===== src/rtl/mul_add_seq.sv =====
// Sequential shift-add multiply-accumulate, P = Q*B + R (unsigned), one multiplier bit per cycle.
// Optional MUL_ADD_EARLY_EXIT_EN: leave MUL as soon as the remaining multiplier bits are all zero.
module mul_add_seq #(
  parameter int WIDTH = 4
) (
  input  logic               clk,
  input  logic               rst_n,
  input  logic               en,
  input  logic [WIDTH-1:0]   Q_IN,
  input  logic [WIDTH-1:0]   B_IN,
  input  logic [WIDTH-1:0]   R_IN,
  output logic [2*WIDTH-1:0] P_OUT,
  output logic               valid,
  output logic               busy,
  output logic [1:0]         STATE_OUT
);

  localparam int CW = (WIDTH > 2) ? $clog2(WIDTH) : 1;

  typedef enum logic [1:0] {
    IDLE = 2'd0,
    MUL  = 2'd1,
    DONE = 2'd2
  } state_t;

  state_t             state, state_nx;
  logic [WIDTH-1:0]   mplier, mplier_sh;
  logic [2*WIDTH-1:0] mcand, acc;
  logic [CW-1:0]      cnt;
  logic               last;

  assign mplier_sh = mplier >> 1;
  assign STATE_OUT = state;

  always_comb begin
`ifdef MUL_ADD_EARLY_EXIT_EN
    last = (cnt == CW'(WIDTH-1)) || (mplier_sh == '0);
`else
    last = (cnt == CW'(WIDTH-1));
`endif
  end

  always_comb begin
    state_nx = state;
    case (state)
      IDLE:    if (en) state_nx = MUL;
      MUL:     if (last) state_nx = DONE;
      DONE:    state_nx = IDLE;
      default: state_nx = IDLE;
    endcase
  end

  always_ff @(posedge clk or negedge rst_n) begin
    if (!rst_n) begin
      state  <= IDLE;
      mplier <= '0;
      mcand  <= '0;
      acc    <= '0;
      cnt    <= '0;
      P_OUT  <= '0;
      valid  <= 1'b0;
      busy   <= 1'b0;
    end else begin
      state <= state_nx;
      // busy tracks the registered state so it is high exactly in MUL and DONE
      busy  <= (state_nx != IDLE);
      valid <= 1'b0;
      case (state)
        IDLE: if (en) begin
          mplier <= Q_IN;
          mcand  <= {{WIDTH{1'b0}}, B_IN};
          acc    <= {{WIDTH{1'b0}}, R_IN};
          cnt    <= '0;
        end
        MUL: begin
          if (mplier[0]) acc <= acc + mcand;
          mcand  <= mcand << 1;
          mplier <= mplier_sh;
          cnt    <= cnt + CW'(1);
        end
        DONE: begin
          P_OUT <= acc;
          valid <= 1'b1;
        end
        default: ;
      endcase
    end
  end

endmodule


===== config.mk =====
export PLATFORM = sky130hd
export DESIGN_NAME = mul_add_seq
export DESIGN_NICKNAME = d
export VERILOG_FILES = /design/src/rtl/mul_add_seq.sv
export SDC_FILE = /design/constraint.sdc
export NUM_CORES = 1
export LEC_CHECK = 0
export BUFFER_PORTS_ARGS = -buffer_cell sky130_fd_sc_hd__buf_2
export CAP_MARGIN = 25
export CORE_ASPECT_RATIO = 0.75
export CORE_MARGIN = 2
export CORE_UTILIZATION = 49
export CTS_CLUSTER_SIZE = 24
export DETAILED_ROUTE_END_ITERATION = 10
export GPL_ROUTABILITY_DRIVEN = 0
export PLACE_DENSITY = 0.71
export REMOVE_ABC_BUFFERS = 1
export SYNTH_ARGS = -nofsm -noshare
export SYNTH_HDL_FRONTEND = slang
export SYNTH_SLANG_ARGS = --single-unit

===== constraint.sdc =====
create_clock -name clk -period 4.8 [get_ports clk]
set_clock_uncertainty 0.05 [all_clocks]
set_input_delay 0.72 -clock clk [delete_from_list [all_inputs] [get_ports clk]]
set_output_delay 0.72 -clock clk [all_outputs]
set_load 0.01 [all_outputs]

==> results.cfg <==
[status]
outcome = finished, final reports clean

[clock_network]
path_clk_slew_ns = 0.07
cts_tree = built
cts-root-buf = clkbuf_8
holdBufCountCts = 0
clk_latency_ns = 0.29
clockBufferDepth = 2
htreeDepth = 2
clock_sinks = 34
post-cts-setup-buffers = 0
post_cts.resized_instances = 0
cts_buffers = 5

[placement]
dp.cells = 210
hpwlAfterDp_um = 2480
io_buffers = 26
post_dp_cell_area_um2 = 1780

[route]
drt-initial-drc-count = 75
postRouteAntennaNets = 0
viasPerCell = 5.45
wire_per_inst_um = 15.7
wirelength_um = 3400
drc = 0
dr.pass1.iters = 4
vias = 1183

[sta]
hold_viol = 0
post-route-min-period_ns = 2.03
finalSetupViolations = 0
period_share_pct = 42.3
max_clock_freq_mhz = 492
worst_pin_slew_ns = 0.753
fin_setup_tns_ns = 0
grt_setup_unrepaired = no
slew_violations = 0
relSlewSlack_pct = 49.7

[worst_hold_path]
hp-class = flop to flop
hold_start = P_OUT[7]$_DFFE_PN0P_
holdPathStages = 2

[worst_setup_path]
cp.arrival_ns = 2.20
r2r_end = acc[7]$_DFFE_PN0P_
setup.worst_path.end = acc[7]$_DFFE_PN0P_
critPathMaxFanout = 3
cp-start-kind = flop
crit_type = flop to flop
worstSetupStartpoint = mcand[1]$_DFFE_PN0P_
cp.required_ns = 4.97
crit_path_end_kind = flop
reg2reg_depth = 7
r2r-start = mcand[1]$_DFFE_PN0P_
r2r_slack_ns = 2.77

[grt]
gr-total-overflow = 0
antenna_found_initial = 0
grtUsageTotal_pct = 21.0
grt_max_degree = 35
grt_pass1_vias = 1212
grt_pass1_wl_um = 5790

[floorplan]
rows = 18
die_h_um = 53.9
die_x_um = 70.5
die_area_um2 = 3800
ioPinCount = 27
core_um2 = 3220
initial_core_util_pct = 50.5

[power_and_ir_drop]
p_leak_uw = 0.000907
power_density_nw_per_um2 = 654
peakVddDrop_uv = 323

[final_layout]
multi_input_area_um2 = 704
fin_cells = 217
layout-drive-gt1-share_pct = 24.9
seq_area_um2 = 851
final_area_um2 = 1860
area_delta_synth_final_pct = 14.4
nFillCells = 276
fin_nets = 201
insertedDiodeCount = 0

[logic_synthesis]
yosys-top-cells-count = 34 x dfrtp_1, 20 x o21ai_0, 16 x nand2_1
synth_area_leaders = dfrtp_1 52%, ha_1 6.2%, o21ai_0 6.2%
synthCells = 150
ys.flop_type = dfrtp_1
synth_edf_count = 0
synthMuxAreaShare_pct = 5.38
synthSimpleGateAreaFrac_pct = 8.23
syn_area_per_cell_um2 = 10.8
yosysTopAreaCellShare_pct = 52.3
yosys_warnings = 0
synthAdderAreaFrac_pct = 7.38
synthArstFlopShare_pct = 100
synth_cell_type_count = 31
synth_top_area_cell = dfrtp_1
ys_seq_elements = 34
synth_compound_area_share_pct = 19.6
synth_top_family_by_area = compound AO/OA/AOI/OAI gates
syn_area_um2 = 1630
yosysMostFrequentCell = dfrtp_1
yosysSeqAreaShare_pct = 52.3
synth_xor_area_share_pct = 2.69

[flow_run]
max_cap_viol_count = 0
[worst min path at each step]
stage          slack, ns              endpoint
2_1_floorplan       0.37  P_OUT[0]$_DFFE_PN0P_
3_3_place_gp        0.41  P_OUT[7]$_DFFE_PN0P_
3_5_place_dp        0.42  P_OUT[1]$_DFFE_PN0P_
4_1_cts             0.44  P_OUT[1]$_DFFE_PN0P_
5_1_grt             0.47  P_OUT[6]$_DFFE_PN0P_
6_report            0.43  P_OUT[7]$_DFFE_PN0P_
[metrics by stage]
step	utilization (%)	total power (µW)	hold WS, ns	setup slack [ns]
finish	57.8	1220	0.434	2.77
global placement	55.3	990	0.408	2.72
detailed placement	55.3	1020	0.424	2.57
floorplan	-	842	0.374	2.89
global route	57.8	1310	0.473	2.65
CTS	57.8	1220	0.442	2.74
[cells in the final DEF (no fill, tap or decap), types with 2 or more instances in the layout]
master / synthesis / routed
buf_2: 6 / 26
a32o_1: 2 / 2
nor2_1: 3 / 3
ha_1: 8 / 8
nand2b_1: 2 / 2
nor2b_1: 3 / 3
and2_1: 2 / 2
mux2i_1: 2 / 2
a21oi_1: 7 / 7
clkbuf_8: 0 / 5
inv_1: 8 / 8
nand2_1: 16 / 16
buf_4: 1 / 2
dfrtp_1: 34 / 34
o21ai_2: 3 / 3
xor2_1: 3 / 3
a22o_1: 5 / 5
a22oi_1: 6 / 6
o21ai_0: 20 / 20
xnor2_1: 2 / 2
mux2_2: 6 / 6
[cell families after synthesis]
group           Yosys count
xor+xnor                  5
buf+inv                  16
compound gates           49
simple gates             29
fa+ha+maj                 9
mux                       8
flops                    34
[critical path, stage by stage, from the launching register on]
cell and delay, ns:
dfrtp_1 0.40, ha_1 0.32, a211oi_1 0.31, o21ai_2 0.14, o31ai_2 0.21, xor2_1 0.11, or3_1 0.37, o21ai_2 0.06
[state kept, by name, summed over array words and instances, names as in the netlist]
register and count:
mplier 4, cnt 2, mcand 8, acc 8, busy 1, P_OUT 8, valid 1, STATE_OUT 2
[cell type report]
| class | count | area share (%) |
|---|---|---|
| multi-input combinational | 100 | 37.9 |
| clock buffer | 6 | 3.90 |
| timing repair buffer | 28 | 7.80 |
| clock inverter | 1 | 0.403 |
| tap | 40 | 2.69 |
| sequential | 34 | 45.7 |
| inverter | 8 | 1.61 |
[per-layer routing]
metal	up-vias	wire length (µm)	global-route usage, %
met4	0	57	9.43
met3	8	151	5.81
met1	572	1660	26.6
met5	-	0	0
met2	25	1530	34.4
li1	578	-	-
[report_power, final]
part           internal [µW]  switching, µW
sequential               402            101
combinational            230            283
clock                   99.3            101
(Power assumes the default switching activity.)
